`config.mk`:
```
export PLATFORM = sky130hd
export DESIGN_NAME = victim_cache_ctrl
export DESIGN_NICKNAME = d
export VERILOG_FILES = /design/src/rtl/victim_cache_ctrl.sv
export SDC_FILE = /design/constraint.sdc
export NUM_CORES = 1
export LEC_CHECK = 0
export CORE_AREA = 2 2 352 354
export DETAILED_ROUTE_END_ITERATION = 7
export DIE_AREA = 0 0 354 356
export PLACE_DENSITY = 0.43
export SLEW_MARGIN = 20
export SYNTH_ARGS = -nofsm -noshare
export SYNTH_HDL_FRONTEND = slang
export SYNTH_SLANG_ARGS = --single-unit
```
`constraint.sdc`:
```
create_clock -name clk -period 1.6 [get_ports clk]
set_input_delay 0.16 -clock clk [delete_from_list [all_inputs] [get_ports clk]]
set_output_delay 0.16 -clock clk [all_outputs]
set_load 0.005 [all_outputs]
```
`src/rtl/victim_cache_ctrl.sv`:
```
// Victim cache sequencing controller: serves one dcache line miss at a time,
// arbitrating the shared victim cache port and the memory bus.
module victim_cache_ctrl #(
  parameter int DCACHE_LINE_WIDTH = 128,
  parameter int VICTIM_ADDR_BITS  = 28
) (
  input  logic                         clk,
  input  logic                         rst,
  input  logic                         flush_i,
  input  logic                         dcache_miss_req_i,
  input  logic [VICTIM_ADDR_BITS-1:0]  dcache_miss_addr_i,
  input  logic                         dcache_evict_valid_i,
  input  logic                         dcache_evict_dirty_i,
  input  logic [VICTIM_ADDR_BITS-1:0]  dcache_evict_addr_i,
  input  logic [DCACHE_LINE_WIDTH-1:0] dcache_evict_data_i,
  output logic                         dcache_miss_ack_o,
  output logic [DCACHE_LINE_WIDTH-1:0] dcache_fill_data_o,
  output logic                         dcache_fill_src_o,
  output logic                         busy_o,
  output logic [VICTIM_ADDR_BITS-1:0]  victim_addr_o,
  output logic [DCACHE_LINE_WIDTH-1:0] victim_wr_data_o,
  output logic                         victim_wr_en_o,
  output logic                         victim_flush_o,
  input  logic                         victim_hit_i,
  input  logic [DCACHE_LINE_WIDTH-1:0] victim_rd_data_i,
  output logic                         mem_req_o,
  output logic                         mem_we_o,
  output logic [VICTIM_ADDR_BITS-1:0]  mem_addr_o,
  output logic [DCACHE_LINE_WIDTH-1:0] mem_wdata_o,
  input  logic                         mem_ack_i,
  input  logic [DCACHE_LINE_WIDTH-1:0] mem_rdata_i
);

  typedef enum logic [2:0] {IDLE, LOOKUP, WB, MEM_RD, INSERT, RESP} state_t;

  state_t                       state, state_next;
  logic [VICTIM_ADDR_BITS-1:0]  miss_addr;
  logic                         evict_valid;
  logic                         evict_dirty;
  logic [VICTIM_ADDR_BITS-1:0]  evict_addr;
  logic [DCACHE_LINE_WIDTH-1:0] evict_data;
  logic [DCACHE_LINE_WIDTH-1:0] fill_buf;
  logic                         hit_q;
  logic                         flush_pending;
  logic                         flush_fire;
  logic                         accept;

  // A miss request in IDLE wins over a pending flush; the flush waits for the next IDLE.
  assign accept     = (state == IDLE) && dcache_miss_req_i;
  assign flush_fire = (state == IDLE) && flush_pending && !dcache_miss_req_i;

  always_ff @(posedge clk) begin
    if (!rst) begin
      state         <= IDLE;
      miss_addr     <= '0;
      evict_valid   <= 1'b0;
      evict_dirty   <= 1'b0;
      evict_addr    <= '0;
      evict_data    <= '0;
      fill_buf      <= '0;
      hit_q         <= 1'b0;
      flush_pending <= 1'b0;
    end else begin
      state <= state_next;
      if (accept) begin
        miss_addr   <= dcache_miss_addr_i;
        evict_valid <= dcache_evict_valid_i;
        evict_dirty <= dcache_evict_dirty_i;
        evict_addr  <= dcache_evict_addr_i;
        evict_data  <= dcache_evict_data_i;
      end
      if (state == LOOKUP) begin
        hit_q <= victim_hit_i;
        if (victim_hit_i)
          fill_buf <= victim_rd_data_i;
      end
      if (state == MEM_RD && mem_ack_i)
        fill_buf <= mem_rdata_i;
      if (flush_i)
        flush_pending <= 1'b1;
      else if (flush_fire)
        flush_pending <= 1'b0;
    end
  end

  // Outputs decode purely from state so every idle-side bus reads as zero.
  always_comb begin
    state_next         = state;
    busy_o             = (state != IDLE);
    dcache_miss_ack_o  = 1'b0;
    dcache_fill_data_o = '0;
    dcache_fill_src_o  = 1'b0;
    victim_addr_o      = '0;
    victim_wr_data_o   = '0;
    victim_wr_en_o     = 1'b0;
    victim_flush_o     = flush_fire;
    mem_req_o          = 1'b0;
    mem_we_o           = 1'b0;
    mem_addr_o         = '0;
    mem_wdata_o        = '0;
    unique case (state)
      IDLE: begin
        if (dcache_miss_req_i)
          state_next = LOOKUP;
      end
      LOOKUP: begin
        victim_addr_o = miss_addr;
        if (evict_valid && evict_dirty)
          state_next = WB;
        else if (!victim_hit_i)
          state_next = MEM_RD;
        else if (evict_valid)
          state_next = INSERT;
        else
          state_next = RESP;
      end
      WB: begin
        mem_req_o   = 1'b1;
        mem_we_o    = 1'b1;
        mem_addr_o  = evict_addr;
        mem_wdata_o = evict_data;
        if (mem_ack_i)
          state_next = hit_q ? INSERT : MEM_RD;
      end
      MEM_RD: begin
        mem_req_o  = 1'b1;
        mem_addr_o = miss_addr;
        if (mem_ack_i)
          state_next = evict_valid ? INSERT : RESP;
      end
      INSERT: begin
        victim_wr_en_o   = 1'b1;
        victim_addr_o    = evict_addr;
        victim_wr_data_o = evict_data;
        state_next       = RESP;
      end
      RESP: begin
        dcache_miss_ack_o  = 1'b1;
        dcache_fill_data_o = fill_buf;
        dcache_fill_src_o  = hit_q;
        state_next         = IDLE;
      end
      default: state_next = IDLE;
    endcase
  end

endmodule

```
Word level (Yosys, flattened, before mapping)
Cells that the tools add are included.
{"block": "op_classes", "n_eq_ne": 8, "reduce_logical": 14, "muxes": 23}
{"op": "two-way mux 128 bit", "n": 6}
{"op": "case mux 28 bit (2 select lines)", "n": 2}
{"op": "two-way mux 3 bit", "n": 6}
{"op": "case mux 3 bit (5 select lines)", "n": 1}
{"op": "two-way mux 1 bit", "n": 8}
{"op": "equality test 3 x 2 -> 1 bit (second input constant)", "n": 2}
{"op": "equality test 3 bit (second input constant)", "n": 2}
{"op": "!= test 2 bit (second input constant)", "n": 3}
{"op": "nonzero test 2 bit", "n": 3}
{"op": "logical AND 1 bit", "n": 5}
{"op": "equality test 3 x 1 -> 1 bit (second input constant)", "n": 1}
{"op": "zero test 3 bit", "n": 1}
{"op": "AND reduction 3 bit", "n": 1}
{"op": "nonzero test 3 bit", "n": 1}
{"op": "AND reduction 2 bit", "n": 1}
{"op": "OR reduction 2 bit", "n": 1}
{"op": "zero test 1 bit", "n": 1}
{"block": "word_totals", "wordCells": 54, "ff_bits": 319, "inputBits": 448, "out_inout_bits": 447}

Depth between registers and ports, before layout
Gate-level depths: netlist of the first run.
{"block": "depth", "ltp_word": 5, "depth_mapped": 7, "depth_no_buf": 4}

Worst setup path after synthesis of the first run
No wires, ideal clock.
{"block": "synth_timing", "path_type": "register to output", "start": "register state[1]", "end": "output port victim_addr_o[15]", "required_time_ps": 1440, "path_stages_with_launch": 7, "arrival_ps": 1477, "setup_slack_ps": -37, "path_buffers": 4, "cell_sequence": "dfxtp_1 -> buf_4 -> buf_6 -> nor3b_1 -> buf_2 -> buf_1 -> a22o_1"}
{"block": "synth_between", "elab_chain_cells": 2, "elab_cells_between_ends": 3, "classes_between": "2 x eq/ne; 1 x mux"}
{"element": "start: declaration", "line_no": "36", "source": "state_t state, state_next;"}
{"element": "start signal: assignment", "line_no": "64", "source": "state <= state_next;"}
{"element": "equality test 3 bit / equality test 3 x 1 -> 1 bit (equally long branches)", "line_no": "101", "source": "unique case (state)"}
{"element": "case mux 28 bit (2 select lines) (*)", "line_no": "101"}
{"element": "end: declaration", "line_no": "20", "source": "output logic [VICTIM_ADDR_BITS-1:0] victim_addr_o,"}
Every way passes the cells marked *; elsewhere a longest branch is shown, timed or not.

Worst setup path after layout of the first run
{"block": "layout_timing", "start": "register state[0]", "end": "output port dcache_fill_data_o[118]"}
{"block": "layout_between", "elab_chain_cells": 2}
{"element": "equality test 3 bit", "line_no": "101"}
{"element": "two-way mux 128 bit", "line_no": "101"}
{"element": "end: declaration", "line_no": "17", "source": "output logic [DCACHE_LINE_WIDTH-1:0] dcache_fill_data_o,"}
Every way passes these cells.

==> results.tsv, run 1 <==
metric	value	unit
maxSlewHeadroom	64.4	%
arrival	2.21	ns
start_util	12.7	%
first_pass_iters	5	
wl_per_cell	20.9	um
setup_viol_count_final	765	
placementRows	129	
stdcell_count	4844	
path_class	reg -> out	
fill_cells	13500	
worst_setup_path_start_kind	flop	
vias	19000	
die_area	126000	um2
route.detailed.drc	0	
pre_cts_ws	-0.488	ns
clkTransAtPathRegs	0.06	ns
place.gp.congestion	0.840	
synthToLayoutAreaGrowth	103	%
grt_usage	14.9	%
yosys_warnings	0	
reg2regPathDepth	10	
synthesis.nets	2533	
syn_area_per_cell	7.47	um2
outcome	finished with violations	
drive_above_1_share	30.9	%
cp-end-kind	output pin	
syn_inst	2085	
power_density	890	nW/um2
slew_violations	0	
p_leak	13.3	nW
timing.hold.ws	0.119	ns
violations	negative setup slack	
cts_buffers	43	
hold_class	in -> reg	
final_core_util	25.8	%
skew	0.0165	ns
ys_types	38	
worst_pin_slew	0.534	ns
period_needed	2.37	ns
antenna_found_initial	17	
path_max_fanout	7	
core	123000	um2
io_buffers	894	
peakVddDrop	563	uV
clock.fmax	422	MHz
drt_iter0_drc	1017	
post-route-period-util	148	%
cp.required	1.44	ns
cts_sinks	319	
dp_cells	4607	
hold_viol	0	
rsz0062_at_grt	true	
clk_latency	0.58	ns
dieWidth	354	um
synth_area	15600	um2
wl	101	mm
cts_buffer_depth	3	
grt_pass1_vias	18700	
post_drt_via_cell_ratio	3.92	
ys_seq_area_share	41.0	%
antenna_left	0	
fin_nets	3619	
ys_ff_latch	319	
hold_path_depth	3	
grt-ovfl-total	0	
htree_levels	2	
finalWorstSetupSlack	-0.768	ns
drv_cap	0	
grt_pass1_wl	137	mm
die-height	356	um
ctsRootBufferMaster	clkbuf_16	
ios	895	
hpwl	72.7	mm
grt_max_degree	48	
cts_tree	yes	
## through the flow
stage	setup TNS, ns	instance area (um2)	power (mW)
finish	-381.11	31600	28.1
global placement	-207.17	27800	16.9
floorplan	-1.34	15600	12.6
detailed placement	-215.69	27800	17.0
global route	-447.63	31600	29.6
CTS	-442.80	30800	28.1
## worst max-delay path, stage by stage (launching register included)
cell     delay (ns)
dfxtp_4        0.37
buf_6          0.12
and3_4         0.19
buf_16         0.16
buf_12         0.15
buf_8          0.13
buf_6          0.12
buf_6          0.10
and2_4         0.14
buf_6          0.12
## path summary, 6_finish.rpt
check | startpoint | to | slack (ns)
min reg2reg | evict_data[43] | evict_data[43] | 0.46
min | dcache_miss_addr_i[17] | miss_addr[17] | 0.12
max | state[0] | dcache_fill_data_o[118] | -0.77
max reg2reg | state[0] | fill_buf[95] | -0.60
## kinds of logic (layout without fill, tap and decap cells)
group	Yosys count	after routing	synth area share, %
multiplexers	31	31	2.01
AND/OR/NAND/NOR	1033	1033	31.6
other	0	8	0
AO/OA/AOI/OAI	496	496	19.7
flip-flops	319	319	41.0
buffers and inverters	206	1320	5.66
## layout make-up
cell class	instances	area (um2)	share of cell area [%]
Clock inverter	7	85.1	0.269
Inverter	4	22.5	0.0712
Timing Repair Buffer	1243	12800	40.6
Antenna cell	8	20.0	0.0633
Clock buffer	66	1280	4.07
Tap cell	1637	2050	6.48
Multi-Input combinational cell	1560	8920	28.2
Sequential cell	319	6390	20.2
## synth_stat cells (all sizes together)
cell type    n  area, um2
a21boi       1       7.51
a21oi      316       1580
a221oi       1       8.76
a22o        28        245
a22oi       15        113
a2bb2oi      1       8.76
a311oi     113        990
and2       385       2410
and3         1       6.26
and4b        1       10.0
buf         74        387
clkbuf     128        480
dfxtp      319       6390
inv          4       15.0
mux2         2       22.5
mux2i       29        290
nand2      599       2250
nand2b       2       12.5
nand4b       1       8.76
nor2        33        124
nor2b        3       18.8
nor3b        2       20.0
nor4b        1       23.8
nor4bb       1       10.0
o2111ai      1       8.76
o21a         2       15.0
o21ai       16       80.1
o31ai        1       7.51
o32ai        1       8.76
or2          1       6.26
or3          1       6.26
or4          1       7.51
or4b         1       10.0
## placed cells by master, fill, tap and decap left out, types with 3 or more instances in the layout
master / count
buf_16: 15
mux2i_1: 28
nand2_1: 599
clkdlybuf4s50_1: 461
clkdlybuf4s15_2: 25
clkbuf_2: 45
clkbuf_8: 8
buf_12: 68
nor2_1: 29
a22oi_1: 15
a311oi_1: 113
buf_6: 232
buf_4: 169
dlymetal6s2s_1: 11
and2_4: 198
a21oi_1: 316
diode_2: 8
clkbuf_16: 58
o21ai_0: 16
and2_1: 187
dlygate4sd2_1: 61
clkdlybuf4s15_1: 4
a22o_1: 27
clkinv_2: 5
buf_8: 30
buf_2: 108
dfxtp_1: 316
clkbuf_1: 13
nor2_4: 3
## sequential cells by signal, summed over array words and instances, names as in the netlist
register / count
evict_addr: 28
evict_data: 128
evict_dirty: 1
evict_valid: 1
fill_buf: 128
flush_pending: 1
hit_q: 1
miss_addr: 28
state: 3
## report_power, final
part           internal [mW]  total (mW)  switching, mW
combinational           4.58        8.65           4.07
clock                   5.80        9.72           3.92
sequential              8.92        9.76          0.833
## routing by layer
| layer | vias up | GRT usage (%) | wire, um |
|---|---|---|---|
| met2 | 709 | 25.1 | 48500 |
| met1 | 8970 | 18.4 | 42700 |
| li1 | 9159 | - | - |
| met4 | 16 | 5.20 | 3000 |
| met3 | 121 | 3.93 | 6850 |
| met5 | - | 0 | 91 |
## what timing repair did
action	4_1_cts	5_1_grt
setup buffers	94	47
pin swaps	34	46
cloned	27	14
gates resized for setup	1200	758
endpoints found under the setup margin	762	766
hold buffers	0	0
Note: power is estimated with default switching activity, not from simulation.
==> run 2, diff against run 1 <==
CORE_AREA = 2 2 351 353   (was 2 2 352 354)
DIE_AREA = 0 0 353 355   (was 0 0 354 356)
PLACE_DENSITY = 0.42   (was 0.43)
clock period = 2.86 ns   (was 1.6 ns; I/O delays follow)
==> run 2 against run 1 <==
The flow now finishes without violations. Highest routed layer unchanged. Clock-buffer cell count rose by 1. Non-clock buffer count fell by 208. Setup slack improved by 0.85 ns. Sequential power fell by 44%. Wire length fell by 4.7%. Combinational power fell by 56%. Clock power fell by 41%. Register-to-register slack improved by 1.1 ns.
==> results.tsv, run 2 (synthesis results as in run 1) <==
metric	value	unit
setup_viol_count_final	0	
hold_path_depth	3	
timing.hold.ws	0.233	ns
maxSlewHeadroom	58.1	%
grt_pass1_wl	133	mm
worst_setup_path_start_kind	flop	
clock.fmax	360	MHz
drt_iter0_drc	896	
cts_buffers	44	
drv_cap	0	
clk_latency	0.60	ns
die-height	355	um
cts_sinks	319	
finalWorstSetupSlack	0.0815	ns
hpwl	70.7	mm
grt_usage	14.4	%
p_int	10.2	mW
peakVddDrop	368	uV
cts_tree	yes	
cp-end-kind	output pin	
synthToLayoutAreaGrowth	86.6	%
switchingPower	4.75	mW
post_drt_via_cell_ratio	3.92	
pre_cts_ws	0.325	ns
crit_chain	buf_6, nor3b_4, buf_12, buf_12, buf_4, buf_4, and2_1, clkdlybuf4s50_1	
grt_max_degree	56	
placementRows	128	
start_util	12.8	%
reg2regPathDepth	6	
wl_per_cell	20.8	um
cts_buffer_depth	3	
ios	895	
antenna_left	0	
ctsRootBufferMaster	clkbuf_16	
antenna_found_initial	24	
path_class	reg -> out	
clkTransAtPathRegs	0.06	ns
path_buf_inv	6	
drive_above_1_share	7.71	%
first_pass_iters	5	
final_cell_mix	clkdlybuf4s50_1 (822), nand2_1 (599), and2_1 (379), a21oi_1 (316), dfxtp_1 (316)	
power	14.9	mW
rsz0062_at_grt	true	
grt-ovfl-total	0	
outcome	completed	
p_sw_share	31.8	%
slew_violations	0	
wl	96.4	mm
final_common_cell	clkdlybuf4s50_1	
period_needed	2.78	ns
arrival	2.49	ns
path_max_fanout	7	
top_regs	evict_data: 128 flops, fill_buf: 128 flops	
power_density	514	nW/um2
place.gp.congestion	0.812	
grt_pass1_vias	18100	
htree_levels	2	
cp.required	2.57	ns
hold_viol	0	
route.detailed.drc	0	
skew	0.0125	ns
critical_path_depth	8	
dieWidth	353	um
vias	18200	
seqPwrFrac	36.3	%
core	121000	um2
io_buffers	894	
worst_pin_slew	0.629	ns
die_area	125000	um2
hold_class	in -> reg	
stdcell_count	4635	
critPathMaxStageDelay	0.49	ns
dp_cells	4506	
worst_path_max_delay_cell	clkdlybuf4s50_1	
power_frac_comb	25.6	%
post-route-period-util	97.1	%
clock_power_share	38.1	%
fin_nets	3413	
p_leak	11.4	nW
critical-path-top-delay-family	buffers and inverters	
==> run 2: worst paths after layout <==
kind | from | endpoint | slack, ns
worst max-delay path | state[1] | victim_wr_data_o[36] | 0.08
worst min-delay path | dcache_evict_data_i[74] | evict_data[74] | 0.23
worst max register to register | state[0] | fill_buf[10] | 0.50
worst min register to register | evict_data[76] | evict_data[76] | 0.46
==> run 2: timing repair <==
item	CTS	global route
hold buffers	0	0
gates resized for setup	45	65
cloned	8	5
buffers inserted	16	11
pin swaps	3	2
endpoints found under the setup margin	253	203
==> run 2: cell type report <==
class	instances	area [um2]
fill	13600	92300
antenna	14	35.0
tap	1625	2030
sequential	319	6390
clock buffer	67	1300
multi-input combinational	1561	8390
clock inverter	10	136
timing repair buffer	1035	10800
inverter	4	22.5
==> run 2: tightest hold or removal path, cell delays in order <==
cell	delay [ns]
clkdlybuf4s50_1	0.39
nand2_1	0.05
a21oi_1	0.05
==> run 2: power groups by stage <==
stage | Sequential (mW) | Clock, mW | Combinational [mW]
global placement | 5.53 | 0 | 3.62
detailed placement | 5.53 | 0 | 3.63
CTS | 5.44 | 5.94 | 3.84
finish | 5.42 | 5.69 | 3.83
floorplan | 5.28 | 0 | 1.77
global route | 5.50 | 6.09 | 4.17
==> run 2: through the flow <==
step,cell area [um2],utilization (%),TNS (ns)
after floorplan,15600,-,0
after global placement,26900,22.1,0
after detailed placement,26900,22.1,0
after CTS,28700,23.7,-1.29
after global routing,29100,23.9,-2.40
final,29100,23.9,0
==> run 2: per-layer routing <==
metal,GRT usage (%),wire length [um],share of wire [%]
met5,0,112,0.12
met4,3.46,1960,2.0
met3,4.22,7250,7.5
met2,24.9,46900,49
met1,17.6,40300,42
==> run 3, diff against run 2 <==
CAP_MARGIN = 10   (was not set)
SKIP_CTS_REPAIR_TIMING = 1   (was not set)
SLEW_MARGIN = not set   (was 20)
==> run 3 against run 2 <==
Critical path depth fell by 3. Fmax increased by 0.11%. Power is 0.24% higher.
==> results.tsv, run 3 (synthesis results as in run 1) <==
metric	value	unit
hpwl	70.7	mm
antenna_found_initial	26	
period_needed	2.78	ns
wl_per_cell	20.9	um
clock.fmax	360	MHz
cp-end-kind	output pin	
grt_usage	13.9	%
wl	96.6	mm
arrival	2.49	ns
ios	895	
timing.hold.ws	0.232	ns
r2r_start	state[0]	
start_util	12.8	%
peakVddDrop	366	uV
power_density	512	nW/um2
clkTransAtPathRegs	0.06	ns
first_pass_iters	5	
multi_input_area	8400	um2
outcome	completed	
r2r_end	fill_buf[10]	
slew_violations	0	
die-height	355	um
top_regs	evict_data: 128 flops, fill_buf: 128 flops	
worstSetupEndpoint	victim_addr_o[27]	
startpoint	state[1]	
cts_tree	yes	
rrSetupSlack	0.59	ns
seq_area	6400	um2
place.gp.congestion	0.812	
core	121000	um2
stdcell_count	4633	
maxSlewHeadroom	58.2	%
dpl_cell_area	26900	um2
rsz0062_at_grt	true	
grt_pass1_wl	129	mm
drt_iter0_drc	921	
setup_viol_count_final	0	
hold_viol	0	
dieWidth	353	um
grt-ovfl-total	0	
final_common_cell	clkdlybuf4s50_1	
worst_setup_path_start_kind	flop	
power	15.0	mW
path_max_fanout	25	
fill_cells	13600	
cts_buffers	44	
final_cell_mix	clkdlybuf4s50_1 (801), nand2_1 (599), and2_1 (378), a21oi_1 (316), dfxtp_1 (316)	
reg2regPathDepth	5	
ctsRootBufferMaster	clkbuf_16	
cp.required	2.57	ns
worst_pin_slew	0.627	ns
post_drt_via_cell_ratio	3.91	
antenna_left	0	
path_class	reg -> out	
htree_levels	2	
io_buffers	894	
skew	0.0156	ns
dp_cells	4506	
post-route-period-util	97.0	%
grt_max_degree	61	
cts_buffer_depth	3	
drive_above_1_share	7.77	%
cts_sinks	319	
placementRows	128	
drv_cap	0	
grt_pass1_vias	17900	
synthToLayoutAreaGrowth	87.8	%
die_area	125000	um2
p_leak	12.1	nW
clk_latency	0.60	ns
hold_class	in -> reg	
vias	18100	
fin_nets	3414	
final_area	29300	um2
route.detailed.drc	0	
## run 3: changes by cell type in the layout (fill, tap and decap cells not counted), moves of 2 or more
cell	before	now
buf_12	28	30
dlymetal6s2s_1	48	92
diode_2	14	11
clkdlybuf4s50_1	822	801
buf_16	8	3
buf_6	9	7
dlygate4sd2_1	23	0
clkbuf_16	50	57
## run 3: power breakdown
part / total, mW / switching [mW] / internal (mW)
Clock: 5.68 / 2.30 / 3.38
Sequential: 5.43 / 0.437 / 4.99
Combinational: 3.86 / 2.02 / 1.84
## run 3: worst min-delay path by stage
stage | startpoint | end | slack (ns) | cells after the start
3_5_place_dp | evict_data[72] | evict_data[72] | 0.45 | 2
4_1_cts | dcache_evict_data_i[15] | evict_data[15] | 0.17 | 3
5_1_grt | dcache_miss_addr_i[12] | miss_addr[12] | 0.20 | 3
3_3_place_gp | evict_data[72] | evict_data[72] | 0.45 | 2
2_1_floorplan | flush_i | flush_pending | 0.40 | 2
6_report | dcache_evict_data_i[85] | evict_data[85] | 0.23 | 3
## run 3: layer usage
metal / part of all wire, % / GRT usage, % / wire length [um]
met3: 7.3 / 4.22 / 7070
met5: 0.12 / 0 / 112
met1: 42 / 16.9 / 40500
met4: 2.1 / 3.49 / 2040
met2: 49 / 23.8 / 46900
## run 3: cell type report
type / count / share of cell area, %
Antenna cell: 11 / 0.0941
Multi-Input combinational cell: 1561 / 28.7
Timing Repair Buffer: 1036 / 37.4
Clock inverter: 10 / 0.466
Clock buffer: 67 / 4.44
Tap cell: 1625 / 6.95
Sequential cell: 319 / 21.9
Inverter: 4 / 0.0898
## run 3: worst max-delay path, cell delays in order (launching register included)
cell and delay (ns):
dfxtp_4 0.36, buf_6 0.14, nor3b_4 0.19, buf_4 0.38, a22o_1 0.25, clkdlybuf4s50_1 0.56
## run 3: through the flow
step	setup TNS, ns	setup slack, ns	util (%)
2_1_floorplan	0	1.10	-
3_3_place_gp	0	0.332	22.1
3_5_place_dp	0	0.325	22.1
4_1_cts	-32.71	-0.360	23.3
5_1_grt	-0.953	-0.0448	24.1
6_report	0	0.0847	24.1
